`src/rtl/tamagotchi_input_cond.sv`:
```
// -----------------------------------------------------------------------------
// tamagotchi_input_cond
//
// Input conditioning for the Tamagotchi front panel and sensors. Each raw input
// passes through a 2-flop synchronizer and then a tick-based debouncer. A
// single free-running prescaler supplies the 1 ms tick to every channel. The
// reset and test buttons can also be gated by a long-press qualifier.
//
// Optional feature macro: INPUT_COND_HOLD_EN
//   defined     : btn_reset / btn_test go through the long-press FSM
//                 (IDLE -> HOLD -> ACTIVE) and must be held for HOLD_MS.
//   not defined : btn_reset / btn_test are the plain debounced levels. HOLD_MS
//                 is ignored and no hold counters are built.
//   In both builds an asserted btn_reset forces btn_test to its released level.
//
// Parameters
//   CLK_HZ       clock frequency in Hz. Must be a multiple of 1000.
//   DEBOUNCE_MS  consecutive 1 ms ticks needed to accept a level change (1..255).
//   HOLD_MS      long-press time for btn_reset / btn_test in ms (1..65535).
//
// Ports
//   clk            in   system clock, rising edge
//   rst_n          in   asynchronous reset, active low
//   btn_salud_raw  in   raw pushbutton, active low, asynchronous to clk
//   btn_ali_raw    in   raw pushbutton, active low, asynchronous to clk
//   btn_reset_raw  in   raw pushbutton, active low, asynchronous to clk
//   btn_test_raw   in   raw pushbutton, active low, asynchronous to clk
//   gyro_raw       in   raw tilt sensor, active low
//   ult_raw        in   raw ultrasonic presence flag, active high
//   btn_salud      out  debounced level, active low
//   btn_ali        out  debounced level, active low
//   btn_reset      out  long-press qualified (or debounced) level, active low
//   btn_test       out  long-press qualified (or debounced) level, active low
//   gyro           out  debounced level, active low
//   ult            out  debounced level, active high
// -----------------------------------------------------------------------------
module tamagotchi_input_cond #(
  parameter int CLK_HZ      = 50000000,
  parameter int DEBOUNCE_MS = 20,
  parameter int HOLD_MS     = 5000
) (
  input  logic clk,
  input  logic rst_n,
  input  logic btn_salud_raw,
  input  logic btn_ali_raw,
  input  logic btn_reset_raw,
  input  logic btn_test_raw,
  input  logic gyro_raw,
  input  logic ult_raw,
  output logic btn_salud,
  output logic btn_ali,
  output logic btn_reset,
  output logic btn_test,
  output logic gyro,
  output logic ult
);

  // Bad parameters would leave the prescaler or a counter limit meaningless,
  // so refuse to elaborate instead of building silently wrong hardware.
  if ((CLK_HZ < 1000) || ((CLK_HZ % 1000) != 0) ||
      (DEBOUNCE_MS < 1) || (DEBOUNCE_MS > 255) ||
      (HOLD_MS < 1) || (HOLD_MS > 65535)) begin : g_bad_params
    $error("tamagotchi_input_cond: parameter out of range");
  end

  // Channel order inside every vector below.
  localparam int NCH      = 6;
  localparam int CH_SALUD = 0;
  localparam int CH_ALI   = 1;
  localparam int CH_RESET = 2;
  localparam int CH_TEST  = 3;
  localparam int CH_GYRO  = 4;
  localparam int CH_ULT   = 5;

  // Released level per channel. Everything is active low except ult.
  localparam logic [NCH-1:0] REL_LEVEL = 6'b01_1111;

  localparam int                TICK_DIV   = CLK_HZ / 1000;
  localparam int                PRESC_W    = (TICK_DIV > 1) ? $clog2(TICK_DIV) : 1;
  localparam logic [PRESC_W-1:0] PRESC_LAST = PRESC_W'(TICK_DIV - 1);
  localparam logic [7:0]        DB_LIMIT   = 8'(DEBOUNCE_MS);

  logic [NCH-1:0] raw_vec;

  assign raw_vec = {ult_raw, gyro_raw, btn_test_raw, btn_reset_raw,
                    btn_ali_raw, btn_salud_raw};

  // ---------------------------------------------------------------------------
  // 2-flop synchronizers. They reset to the released level, so a reset never
  // looks like a press to the debouncers.
  // ---------------------------------------------------------------------------
  logic [NCH-1:0] sync1_q, sync1_d;
  logic [NCH-1:0] sync2_q, sync2_d;

  always_comb begin
    sync1_d = raw_vec;
    sync2_d = sync1_q;
  end

  always_ff @(posedge clk or negedge rst_n) begin
    if (!rst_n) begin
      sync1_q <= REL_LEVEL;
      sync2_q <= REL_LEVEL;
    end else begin
      sync1_q <= sync1_d;
      sync2_q <= sync2_d;
    end
  end

  // ---------------------------------------------------------------------------
  // Shared 1 ms prescaler. The tick is decoded from the counter state, so it
  // is high for exactly one cycle out of every TICK_DIV.
  // ---------------------------------------------------------------------------
  logic [PRESC_W-1:0] presc_q, presc_d;
  logic               tick;

  assign tick = (presc_q == PRESC_LAST);

  always_comb begin
    presc_d = presc_q + PRESC_W'(1);
    if (tick) begin
      presc_d = '0;
    end
  end

  always_ff @(posedge clk or negedge rst_n) begin
    if (!rst_n) begin
      presc_q <= '0;
    end else begin
      presc_q <= presc_d;
    end
  end

  // ---------------------------------------------------------------------------
  // Debouncers. The counter is cleared on any cycle where the synchronized
  // input agrees with the stable level, not only on ticks, so a bounce of any
  // length restarts qualification. The count only advances on ticks.
  // ---------------------------------------------------------------------------
  logic [NCH-1:0] stable_q, stable_d;
  logic [7:0]     db_cnt_q [NCH];
  logic [7:0]     db_cnt_d [NCH];

  always_comb begin
    stable_d = stable_q;
    db_cnt_d = db_cnt_q;
    for (int i = 0; i < NCH; i++) begin
      if (sync2_q[i] == stable_q[i]) begin
        db_cnt_d[i] = '0;
      end else if (tick) begin
        if ((db_cnt_q[i] + 8'd1) == DB_LIMIT) begin
          stable_d[i] = sync2_q[i];
          db_cnt_d[i] = '0;
        end else begin
          db_cnt_d[i] = db_cnt_q[i] + 8'd1;
        end
      end
    end
  end

  always_ff @(posedge clk or negedge rst_n) begin
    if (!rst_n) begin
      stable_q <= REL_LEVEL;
      for (int i = 0; i < NCH; i++) begin
        db_cnt_q[i] <= '0;
      end
    end else begin
      stable_q <= stable_d;
      db_cnt_q <= db_cnt_d;
    end
  end

  assign btn_salud = stable_q[CH_SALUD];
  assign btn_ali   = stable_q[CH_ALI];
  assign gyro      = stable_q[CH_GYRO];
  assign ult       = stable_q[CH_ULT];

`ifdef INPUT_COND_HOLD_EN
  // ---------------------------------------------------------------------------
  // Long-press qualifiers for btn_reset and btn_test.
  // ---------------------------------------------------------------------------
  typedef enum logic [1:0] {
    ST_IDLE,
    ST_HOLD,
    ST_ACTIVE
  } hold_state_e;

  typedef struct packed {
    hold_state_e state;
    logic [15:0] cnt;
  } hold_fsm_t;

  localparam logic [15:0] HOLD_LIMIT = 16'(HOLD_MS);
  localparam hold_fsm_t   HOLD_IDLE  = '{state: ST_IDLE, cnt: 16'd0};

  // One step of the press-and-hold machine. Both buttons share it. The caller
  // applies the reset-over-test priority on top of the result.
  function automatic hold_fsm_t hold_next(input hold_fsm_t cur,
                                          input logic      pressed,
                                          input logic      tick_i);
    hold_fsm_t nxt;
    nxt = cur;
    case (cur.state)
      ST_IDLE: begin
        if (pressed) begin
          nxt.state = ST_HOLD;
          nxt.cnt   = '0;
        end
      end
      ST_HOLD: begin
        if (!pressed) begin
          nxt = HOLD_IDLE;
        end else if (tick_i) begin
          if ((cur.cnt + 16'd1) == HOLD_LIMIT) begin
            nxt.state = ST_ACTIVE;
            nxt.cnt   = '0;
          end else begin
            nxt.cnt = cur.cnt + 16'd1;
          end
        end
      end
      ST_ACTIVE: begin
        if (!pressed) begin
          nxt = HOLD_IDLE;
        end
      end
      default: begin
        nxt = HOLD_IDLE;
      end
    endcase
    return nxt;
  endfunction

  hold_fsm_t rst_fsm_q, rst_fsm_d;
  hold_fsm_t tst_fsm_q, tst_fsm_d;

  // The test machine is forced idle whenever reset's next state is ACTIVE.
  // Using the next state makes btn_test release on the same edge that
  // btn_reset asserts. It also means that if both would qualify on the same
  // tick, test never reaches ACTIVE at all.
  always_comb begin
    rst_fsm_d = hold_next(rst_fsm_q, ~stable_q[CH_RESET], tick);
    tst_fsm_d = hold_next(tst_fsm_q, ~stable_q[CH_TEST], tick);
    if (rst_fsm_d.state == ST_ACTIVE) begin
      tst_fsm_d = HOLD_IDLE;
    end
  end

  always_ff @(posedge clk or negedge rst_n) begin
    if (!rst_n) begin
      rst_fsm_q <= HOLD_IDLE;
      tst_fsm_q <= HOLD_IDLE;
    end else begin
      rst_fsm_q <= rst_fsm_d;
      tst_fsm_q <= tst_fsm_d;
    end
  end

  assign btn_reset = (rst_fsm_q.state != ST_ACTIVE);
  assign btn_test  = (tst_fsm_q.state != ST_ACTIVE) || (rst_fsm_q.state == ST_ACTIVE);
`else
  // Plain debounced levels. A pressed reset still masks test.
  assign btn_reset = stable_q[CH_RESET];
  assign btn_test  = stable_q[CH_TEST] | ~stable_q[CH_RESET];
`endif

endmodule

```
`config.mk`:
```
export PLATFORM = sky130hd
export DESIGN_NAME = tamagotchi_input_cond
export DESIGN_NICKNAME = d
export VERILOG_FILES = /design/src/rtl/tamagotchi_input_cond.sv
export SDC_FILE = /design/constraint.sdc
export NUM_CORES = 1
export LEC_CHECK = 0
export ABC_AREA = 1
export CAP_MARGIN = 15
export CORE_ASPECT_RATIO = 1.25
export CORE_MARGIN = 2
export CORE_UTILIZATION = 56
export DETAILED_ROUTE_END_ITERATION = 10
export HOLD_SLACK_MARGIN = 0.02
export PLACE_DENSITY = 0.83
export SLEW_MARGIN = 20
export SYNTH_ARGS = -nofsm -noshare
export SYNTH_HDL_FRONTEND = slang
export SYNTH_SLANG_ARGS = --single-unit
```
`constraint.sdc`:
```
create_clock -name clk -period 1.48 [get_ports clk]
set_input_delay 0.444 -clock clk [delete_from_list [all_inputs] [get_ports clk]]
set_output_delay 0.444 -clock clk [all_outputs]
set_load 0.1 [all_outputs]
```
# ---- Word level (Yosys, flattened, before mapping)
# Index checks and enable logic that the tools add are counted.
dict set report word_totals {
  ff_bits 82
  mem_count 0
  latchBits 0
  word_cells 74
  rom_bits 0
  mem_bits_rw 0
  output_inout_bits 6
}
dict set report classes {
  n_lt_le_gt_ge 0
  reduce_logical 12
  div 0
  mux 19
  n_addsub 7
  n_bitwise 8
  mul 0
  shift 0
  n_eq_ne 13
}
# operator n
set ops {}
lappend ops {{$mux 8} 18}
lappend ops {{$add 8x1->8 const B} 6}
lappend ops {{$eq 8x5->1 const B} 6}
lappend ops {{$reduce_and 3->1} 6}
lappend ops {{$add 16x1->16 const B} 1}
lappend ops {{$eq 16x16->1 const B} 1}
lappend ops {{$mux 16} 1}
lappend ops {{$reduce_bool 2->1} 6}
lappend ops {{$not 1->1} 7}
lappend ops {{$eq 1x1->1} 6}
lappend ops {{$or 1x1->1} 1}

# ---- Logic depth before layout (Yosys ltp)
# Gate-level depths: netlist (run 1).
dict set report depth {
  word_depth 5
  mapped_depth 10
}

# ---- Worst setup path before layout (run 1)
# OpenSTA, ideal clock, no wires.
dict set report synth_path {
  path_type {register to output}
  start {register stable_q[2]}
  end {output btn_test}
  t_required_ns 1.036
  stages_incl_launch_ff 2
  t_arrival_ns 1.551
  slack_ns -0.515
  path_cell_list {dfstp_2 > nand2_1}
}
dict set report synth_between {
  elab_chain_cells 2
}
# item line_no
set synth_rtl {}
lappend synth_rtl {{start, declared} 139} ;# logic [NCH-1:0] stable_q, stable_d;
lappend synth_rtl {{start signal, assigned} 167} ;# stable_q <= stable_d;
lappend synth_rtl {{$not 1->1} 263} ;# assign btn_test = stable_q[CH_TEST] | ~stable_q[CH_RESET];
lappend synth_rtl {{$or 1x1->1} 263}
lappend synth_rtl {{end, declared} 53} ;# output logic btn_test,
# Every way passes these cells.

# ---- Final worst setup path (run 1)
dict set report layout_path {
  start {register presc_q[1]}
  end {register presc_q[12]}
}
dict set report layout_between {
  elab_chain_cells 2
  word_cells_on_any_way 3
  cone_classes {1 x add/sub; 1 x eq/ne; 1 x mux}
}
# item line_no
set layout_rtl {}
lappend layout_rtl {{start, declared} 114} ;# logic [PRESC_W-1:0] presc_q, presc_d;
lappend layout_rtl {{start signal, assigned} 130} ;# presc_q <= presc_d;
lappend layout_rtl {{$add 16x1->16 or $eq 16x16->1 (tied branches)} {120, 117}}
lappend layout_rtl {{$mux 16 *} 121} ;# if (tick) begin
lappend layout_rtl {{net presc_d[12]} 114}
# The timed path passes the listed nets; every way through them passes the cells marked *.
# A chain may end at the register's enable or synchronous reset.

==> metrics, run 1 <==
status finished with violations; failing checks negative setup slack; HP Start sync1_q[5]; first-pass GRT wire length 19.82 mm; final design utilization 86.30%; H-Tree Depth 3; synth-to-layout area growth 49.97%; pwr/cell area 597.7 mW/mm2; Initial DRC Count 541; Slew Viols, Final 0; reg2reg path depth 11; Top Ports 14; sequential cell area 0.002100 mm2; Least-Margin Pin Slew 0.4659 ns; Fin Hold WS 0.3561 ns; sequential-to-total area share from yosys stat 43.67%; Placer Congestion 0.9214; ANT cells 0; Critical Path Fanout Max 5; CTS tree built; Reg clk slew, reported paths 0.08 ns; R2R Setup Slk -0.35 ns; Distinct cells, synth 28; die height 106.9 um; clk sinks 82; fmax 545.5 MHz; Crit Reg-Reg Startpoint presc_q[1]; Hold Crit Depth 0; EDFF count, synth 0; Die ar. 0.009225 mm2; Clock power frac 41.9%; CTS root buf clkbuf_8; Final Setup Violations 73; Mapped Avg Cell Area 7.318 um2; CTS Buf Count 9; top post-synthesis cells by area dfrtp_1 (35%), nand2_1 (17%), dfstp_2 (8.3%); Starting Density 57.55%; cell count after synthesis 648; Worst setup EP type register; wirelength, routed 17.83 mm; WL per Instance 20.56 um; async set-reset flop share out of synthesis 100.0%; Worst slew margin 68.61%; layout cells sized above 1 41.17%; Routed Antenna Nets 0; switching portion of total power 23.41%; post-DP HPWL 7.888 mm; area occupied by multi-input gates 0.003211 mm2; syn nets 669; VDD IR max 0.7354 mV; chip width 86.31 um; Seq pwr share 53.7%; Sw Pwr 0.9950 mW; unrepaired setup endpoints after global routing yes; period utilisation layout 123.9%; CP arrival 2.08 ns; pre-CTS setup slack -0.08690 ns; Worst R2R End presc_q[12]; CP Class reg -> reg; Final Hold Vio Count 0; Clock Latency Late Sink 0.37 ns; Final Net Count 786; mapped cell area 0.004742 mm2; Cell Int Power 3.256 mW; post-route minimum period 1.833 ns; P_leak 3.306 nW; Avg Vias per Cell 6.391; post-synth top area cell dfrtp_1; Cell Rows 37; vias post-DR 5541; clk buf depth 2; ys flop type dfrtp_1; Comb power frac 4.4%; Hold WC Path Type reg -> reg; PnR worst setup slack -0.3533 ns; TritonRoute pass-1 iters 7; port bufs 13; FF+latch count, synth 82; grt ovf 0; Max-Cap Viols 0; number of global-route vias before repair 4580; Residual DRC 0; design area 0.007112 mm2; share of the synthesized area in the top cell type 35.36%; Synth warnings 0; core area 0.008240 mm2; placed cell area 0.005582 mm2; Worst Setup Start Kind register; CP startpoint presc_q[1]; CP Data Required Time 1.73 ns; largest net degree at the start of global routing 37; Clock Skews 0.01545 ns; fill cell count 364; antenna violations before repair 0; gr usage total 26.72%; Worst Hold End sync2_q[5]
-- critical path, cell delays in order (launching register included) --
cell and delay (ns):
dfrtp_1 0.47, ha_4 0.20, nand3_4 0.11, buf_6 0.16, nor2_4 0.10, nand2_2 0.09
inv_2 0.12, nand3_4 0.12, nor2_4 0.14, nor2_1 0.05, o21ai_1 0.10, inv_1 0.07
-- cells in the mapped netlist (2+ instances only) --
library cell / number
nor3_1: 5
nand2_1: 215
nor2_1: 66
o21ai_0: 27
dfstp_2: 15
nor2_4: 2
dfrtp_1: 67
inv_2: 4
nand3_2: 2
o22ai_1: 15
xnor2_1: 4
a21oi_1: 3
nand3_1: 56
buf_6: 3
nor2_2: 8
o21ai_1: 2
nand4_1: 25
nor3b_1: 2
nand2_2: 4
inv_1: 91
xor2_1: 11
ha_1: 13
a22o_1: 2
nand2_4: 2
-- registers in the layout (all words and copies together) (netlist names) --
signal,cells
db_cnt_q,48
presc_q,16
stable_q,6
sync1_q,6
sync2_q,6
-- per-layer routing --
layer	wire length (um)	up-vias	share of wire, %	track usage (%)
met4	1664	0	9.3	8.929
met1	5940	2614	33	33.15
li1	-	2300	-	-
met5	0	-	0	0
met3	1490	191	8.4	4.388
met2	8734	436	49	47.12
-- kinds of logic (layout without fill, tap and decap cells) --
group | Yosys count | count (layout) | share of synthesized area [%]
xor gates and xnor gates | 16 | 16 | 3.113
DFF | 82 | 82 | 43.67
adders and majority gates | 13 | 13 | 3.430
AOI/OAI and AO/OA | 49 | 49 | 5.726
and+or+nand+nor | 389 | 390 | 35.65
buffers and inverters | 99 | 220 | 8.417
-- layout make-up --
| cell class | count | area share (%) |
|---|---|---|
| well taps | 97 | 1.707 |
| repair inverters | 1 | 0.2287 |
| multi-input cells | 468 | 45.14 |
| clock inverters | 2 | 0.4926 |
| flip-flops and latches | 82 | 29.52 |
| inverters | 96 | 5.454 |
| clock buffers | 14 | 2.428 |
| repair buffers | 107 | 15.02 |
-- cell usage in the layout (no fill, tap or decap), types with 13 or more instances in the layout --
cell type	instances
nand2_1	163
inv_1	83
buf_4	63
dfrtp_1	56
nor2_1	43
nand2_2	39
nand3_1	33
nand4_1	25
buf_6	24
nor2_4	20
nand3_2	18
nor2_2	13
o22ai_2	13
-- power groups by stage --
stage | Clock, mW | Combinational [mW] | Sequential, mW
5_1_grt | 1.85 | 0.203 | 2.28
3_3_place_gp | 0 | 0.133 | 2.32
2_1_floorplan | 0 | 0.0335 | 2.32
4_1_cts | 1.73 | 0.142 | 2.28
3_5_place_dp | 0 | 0.135 | 2.32
6_report | 1.78 | 0.188 | 2.28
-- how the worst max path moves through the flow --
stage                    to  slack, ns  cells after the start
2_1_floorplan      btn_test      -0.01                      1
3_3_place_gp   db_cnt_q[33]      -0.04                      8
3_5_place_dp   db_cnt_q[16]      -0.09                      9
4_1_cts            btn_test      -0.27                      3
5_1_grt         stable_q[3]      -0.44                      9
6_report        presc_q[12]      -0.35                     11
-- through the flow --
stage	total power, mW	instances	setup TNS [ns]
6_report	4.251	867	-13.99
5_1_grt	4.341	867	-20.26
4_1_cts	4.156	843	-1.035
3_5_place_dp	2.457	816	-1.204
3_3_place_gp	2.455	816	-0.1771
2_1_floorplan	2.353	648	-0.01248
-- timing repair --
item / CTS / global route
buffers inserted: 8 / 25
pin swaps: 12 / 73
resized for setup: 29 / 238
hold buffers: 1 / 0
hold endpoints to repair: 18 / 0
setup endpoints to repair: 45 / 69
cloned: 2 / 0
No activity file was read; power rests on OpenSTA's default activity.
==> run 2, diff against run 1 <==
--- a/config.mk
+++ b/config.mk
@@ -8,7 +8,7 @@
 export ABC_AREA = 1
 export CAP_MARGIN = 15
 export CORE_ASPECT_RATIO = 1.25
-export CORE_MARGIN = 2
+export CORE_MARGIN = 5
 export CORE_UTILIZATION = 56
 export DETAILED_ROUTE_END_ITERATION = 10
 export HOLD_SLACK_MARGIN = 0.02
==> metrics, run 2 (synthesis results as in run 1) <==
Cells after DPL 812; CTS tree built; vias post-DR 5445; gr usage total 24.86%; Largest Register db_cnt_q; unrepaired setup endpoints after global routing yes; Max-Cap Viols 0; Largest register FFs 48; CP Class reg -> reg; antenna violations before repair 0; post-DP HPWL 8.200 mm; Critical Path Fanout Max 8; fin cells 860; chip width 92.31 um; CP Data Required Time 1.77 ns; clk buf depth 2; synth-to-layout area growth 43.51%; Hold WC Path Type reg -> reg; Residual DRC 0; largest net degree at the start of global routing 36; WL per Instance 20.43 um; setup TNS -17.75 ns; port bufs 13; Slew Viols, Final 0; Cell Rows 37; P_leak 3.248 nW; Placer Congestion 0.9082; Fin Hold WS 0.3597 ns; layout cells sized above 1 35.91%; CP arrival 2.17 ns; fmax 530.5 MHz; CP startpoint presc_q[1]; HP Start sync1_q[0]; status finished with violations; fill cell count 400; Initial DRC Count 634; pre-CTS setup slack -0.08741 ns; failing checks negative setup slack; post-route minimum period 1.885 ns; Worst Setup Start Kind register; CTS root buf clkbuf_8; H-Tree Depth 3; PnR worst setup slack -0.4051 ns; CTS Buf Count 9; Final Net Count 779; Top Ports 14; most common cell after layout, fill and taps aside nand2_1; core area 0.008240 mm2; pwr/cell area 663.4 mW/mm2; most frequent cells in the layout nand2_1 (177), inv_1 (86), buf_4 (64); wirelength, routed 17.57 mm; Clock Latency Late Sink 0.37 ns; Worst setup EP type register; ANT cells 0; Clock Skews 0.01084 ns; Routed Antenna Nets 0; Power, Total 4.515 mW; Starting Density 57.55%; TritonRoute pass-1 iters 6; number of global-route vias before repair 4857; Final Setup Violations 73; Worst slew margin 78.20%; first-pass GRT wire length 21.03 mm; VDD IR max 0.5687 mV; Die ar. 0.01042 mm2; Final Hold Vio Count 0; die height 112.9 um; clk sinks 82; period utilisation layout 127.4%; Crit Reg-Reg Startpoint presc_q[1]; Reg clk slew, reported paths 0.09 ns; biggest regs db_cnt_q x48, presc_q x16; Least-Margin Pin Slew 0.3235 ns; Avg Vias per Cell 6.331; grt ovf 0
run 2: changes by cell type in the layout (fill, tap and decap cells not counted), moves of 5 or more:
| cell | previous run | this run |
|---|---|---|
| nand2_8 | 8 | 2 |
| nand2_2 | 39 | 29 |
| buf_6 | 24 | 18 |
| o21ai_1 | 5 | 10 |
| nor2_4 | 20 | 14 |
| nand2_1 | 163 | 177 |
| o21ai_2 | 12 | 5 |
run 2: layout make-up:
class | instances | area [um2] | area share, %
timing repair buffer | 100 | 968.4 | 14.23
sequential | 82 | 2101 | 30.87
clock buffer | 11 | 141.4 | 2.078
tap | 97 | 121.4 | 1.783
inverter | 96 | 377.9 | 5.552
multi-input combinational | 468 | 2977 | 43.74
timing repair inverter | 1 | 16.27 | 0.2390
clock inverter | 5 | 102.6 | 1.508
run 2: worst paths after layout:
check / to / slack [ns] / cells past startpoint
setup reg to reg: db_cnt_q[3] / -0.41 / 8
max in group asynchronous: stable_q[2] / 0.56 / 3
min in group asynchronous: db_cnt_q[1] / 0.43 / 2
hold reg to reg: sync2_q[0] / 0.36 / 0
setup / recovery: db_cnt_q[3] / -0.41 / 8
hold / removal: sync2_q[0] / 0.36 / 0
run 2: through the flow:
step | instance area [um2] | utilization [%]
3_5_place_dp | 5564 | 67.52
6_report | 6805 | 82.58
3_3_place_gp | 5564 | 67.52
2_1_floorplan | 4811 | -
5_1_grt | 6805 | 82.58
4_1_cts | 6085 | 73.84
run 2: report_power, final:
group	leakage [nW]	total, mW	internal [mW]	switching (mW)
sequential	1.06	2.28	2.27	0.0170
combinational	2.07	0.177	0.0669	0.110
clock	0.120	2.05	1.17	0.888
run 2: per-layer routing:
| metal | global-route usage (%) | vias up | part of all wire, % |
|---|---|---|---|
| li1 | - | 2289 | - |
| met1 | 27.50 | 2588 | 35 |
| met3 | 3.989 | 146 | 7.8 |
| met4 | 11.60 | 0 | 7.8 |
| met2 | 46.03 | 422 | 49 |
| met5 | 0 | - | 0 |
run 2: what timing repair did:
item | in CTS | in global routing
pin swaps | 15 | 64
setup buffers | 15 | 18
cloned | 1 | 1
resized for setup | 39 | 160
hold buffers | 1 | 0
hold endpoints to repair | 3 | 0
setup endpoints to repair | 61 | 66
run 2: worst max-delay path, cell delays in order, from the launching register on:
cell	delay, ns
dfrtp_1	0.50
ha_4	0.23
nand3_4	0.12
nor2_4	0.24
nand2_8	0.15
nor2_4	0.21
buf_12	0.17
nand3_2	0.06
o21ai_1	0.11
==> run 3, diff against run 2 <==
--- a/config.mk
+++ b/config.mk
@@ -13,6 +13,7 @@
 export DETAILED_ROUTE_END_ITERATION = 10
 export HOLD_SLACK_MARGIN = 0.02
 export PLACE_DENSITY = 0.83
+export REMOVE_ABC_BUFFERS = 1
 export SLEW_MARGIN = 20
 export SYNTH_ARGS = -nofsm -noshare
 export SYNTH_HDL_FRONTEND = slang
==> metrics, run 3 (synthesis results as in run 1) <==
CTS tree built; VDD IR max 0.8009 mV; H-Tree Depth 3; post-DP HPWL 7.913 mm; clk buf depth 2; metal3 WL 1.557 mm; Largest register FFs 48; Residual DRC 0; biggest regs db_cnt_q x48, presc_q x16; Routed Antenna Nets 0; most common cell after layout, fill and taps aside nand2_1; Final Hold Vio Count 0; unrepaired setup endpoints after global routing yes; Power, Total 4.292 mW; Post-CTS Hold Buffers 0; Slew Viols, Final 0; CTS Buf Count 9; status finished with violations; Reg clk slew, reported paths 0.08 ns; Final Setup Violations 74; Cell Rows 37; Top Ports 14; Initial DRC Count 704; area occupied by multi-input gates 0.003088 mm2; Worst setup EP type register; clk sinks 82; Placer Congestion 0.8969; most frequent cells in the layout nand2_1 (160), inv_1 (81), buf_4 (61); Fin Hold WS 0.08294 ns; Largest Register db_cnt_q; largest net degree at the start of global routing 83; final design utilization 84.18%; P_leak 3.275 nW; Critical Path Fanout Max 7; Clock Latency Late Sink 0.38 ns; Die ar. 0.01042 mm2; fill cell count 359; pre-CTS setup slack -0.09957 ns; CP arrival 2.07 ns; sequential cell area 0.002082 mm2; layout cells sized above 1 41.33%; post-route minimum period 1.761 ns; Final Net Count 783; number of global-route vias before repair 5075; Least-Margin Pin Slew 0.4441 ns; period utilisation layout 119.0%; port bufs 13; antenna violations before repair 0; CTS root buf clkbuf_8; synth-to-layout area growth 46.28%; PnR worst setup slack -0.2810 ns; met2 wire length 8.817 mm; first-pass GRT wire length 22.46 mm; vias post-DR 5603; pwr/cell area 618.7 mW/mm2; chip width 92.31 um; Avg Vias per Cell 6.485; die height 112.9 um; setup TNS -13.03 ns; Crit Reg-Reg Startpoint presc_q[0]; uppermost layer routed met4; CP startpoint presc_q[0]; Hold WC Path Type in -> async; TritonRoute pass-1 iters 5; wl on met1 6.513 mm; grt ovf 0; WL per Instance 21.36 um; Starting Density 57.55%; Worst slew margin 70.40%; ANT cells 0; Clock Skews 0.01456 ns; fmax 567.9 MHz; wirelength, routed 18.46 mm; CP Class reg -> reg; gr usage total 26.49%; core area 0.008240 mm2; failing checks negative setup slack; CP Data Required Time 1.79 ns; Worst Setup Start Kind register; Max-Cap Viols 0
-- run 3: cell count changes in the layout (fill, tap and decap cells not counted), sizes merged --
cell | previous run | this run
clkinv | 3 | 4
dlygate4sd3 | 1 | 0
buf | 93 | 98
bufinv | 3 | 2
-- run 3: stage by stage --
stage,instance area [um2],std cells
floorplan,4708,645
global placement,5455,810
detailed placement,5455,810
CTS,6085,849
global route,6937,864
finish,6937,864
-- run 3: critical path, cell delays in order (launching register included) --
cell	delay (ns)
dfrtp_1	0.46
ha_4	0.20
nand3_4	0.12
nor2_4	0.24
nand2_8	0.12
clkinv_8	0.10
buf_8	0.13
nand4_1	0.10
nand2_1	0.13
nand2_2	0.07
-- run 3: path summary, 6_finish.rpt --
check,cells after the start,to,slack (ns)
max in group asynchronous,2,sync2_q[2],1.02
setup / recovery,9,stable_q[1],-0.28
hold reg to reg,0,sync2_q[4],0.36
min in group clk,0,sync2_q[4],0.36
setup reg to reg,9,stable_q[1],-0.28
hold / removal,2,db_cnt_q[0],0.08
-- run 3: final cells by class --
type                       instances  share of cell area [%]
clock buffer                      11                   2.038
clock inverter                     5                   1.118
inverter                          96                   5.556
multi-input combinational        468                   44.52
sequential                        82                   30.01
tap                               97                   1.750
timing repair buffer             104                   14.77
timing repair inverter             1                  0.2345
-- run 3: what timing repair did --
item | CTS | global route
cloned | 2 | 0
pin swaps | 20 | 74
endpoints found under the setup margin | 59 | 71
buffers inserted | 21 | 16
gates resized for setup | 62 | 200
hold endpoints to repair | 0 | 0
-- run 3: per-layer routing --
layer	global-route usage (%)	up-vias
met5	0	-
met4	14.87	0
met3	4.987	176
met2	47.82	447
met1	28.82	2685
li1	-	2295
-- run 3: power by group --
| part | switching [mW] | internal, mW | leakage [nW] |
|---|---|---|---|
| sequential | 0.0153 | 2.27 | 1.06 |
| clock | 0.854 | 0.991 | 0.109 |
| combinational | 0.112 | 0.0530 | 2.11 |
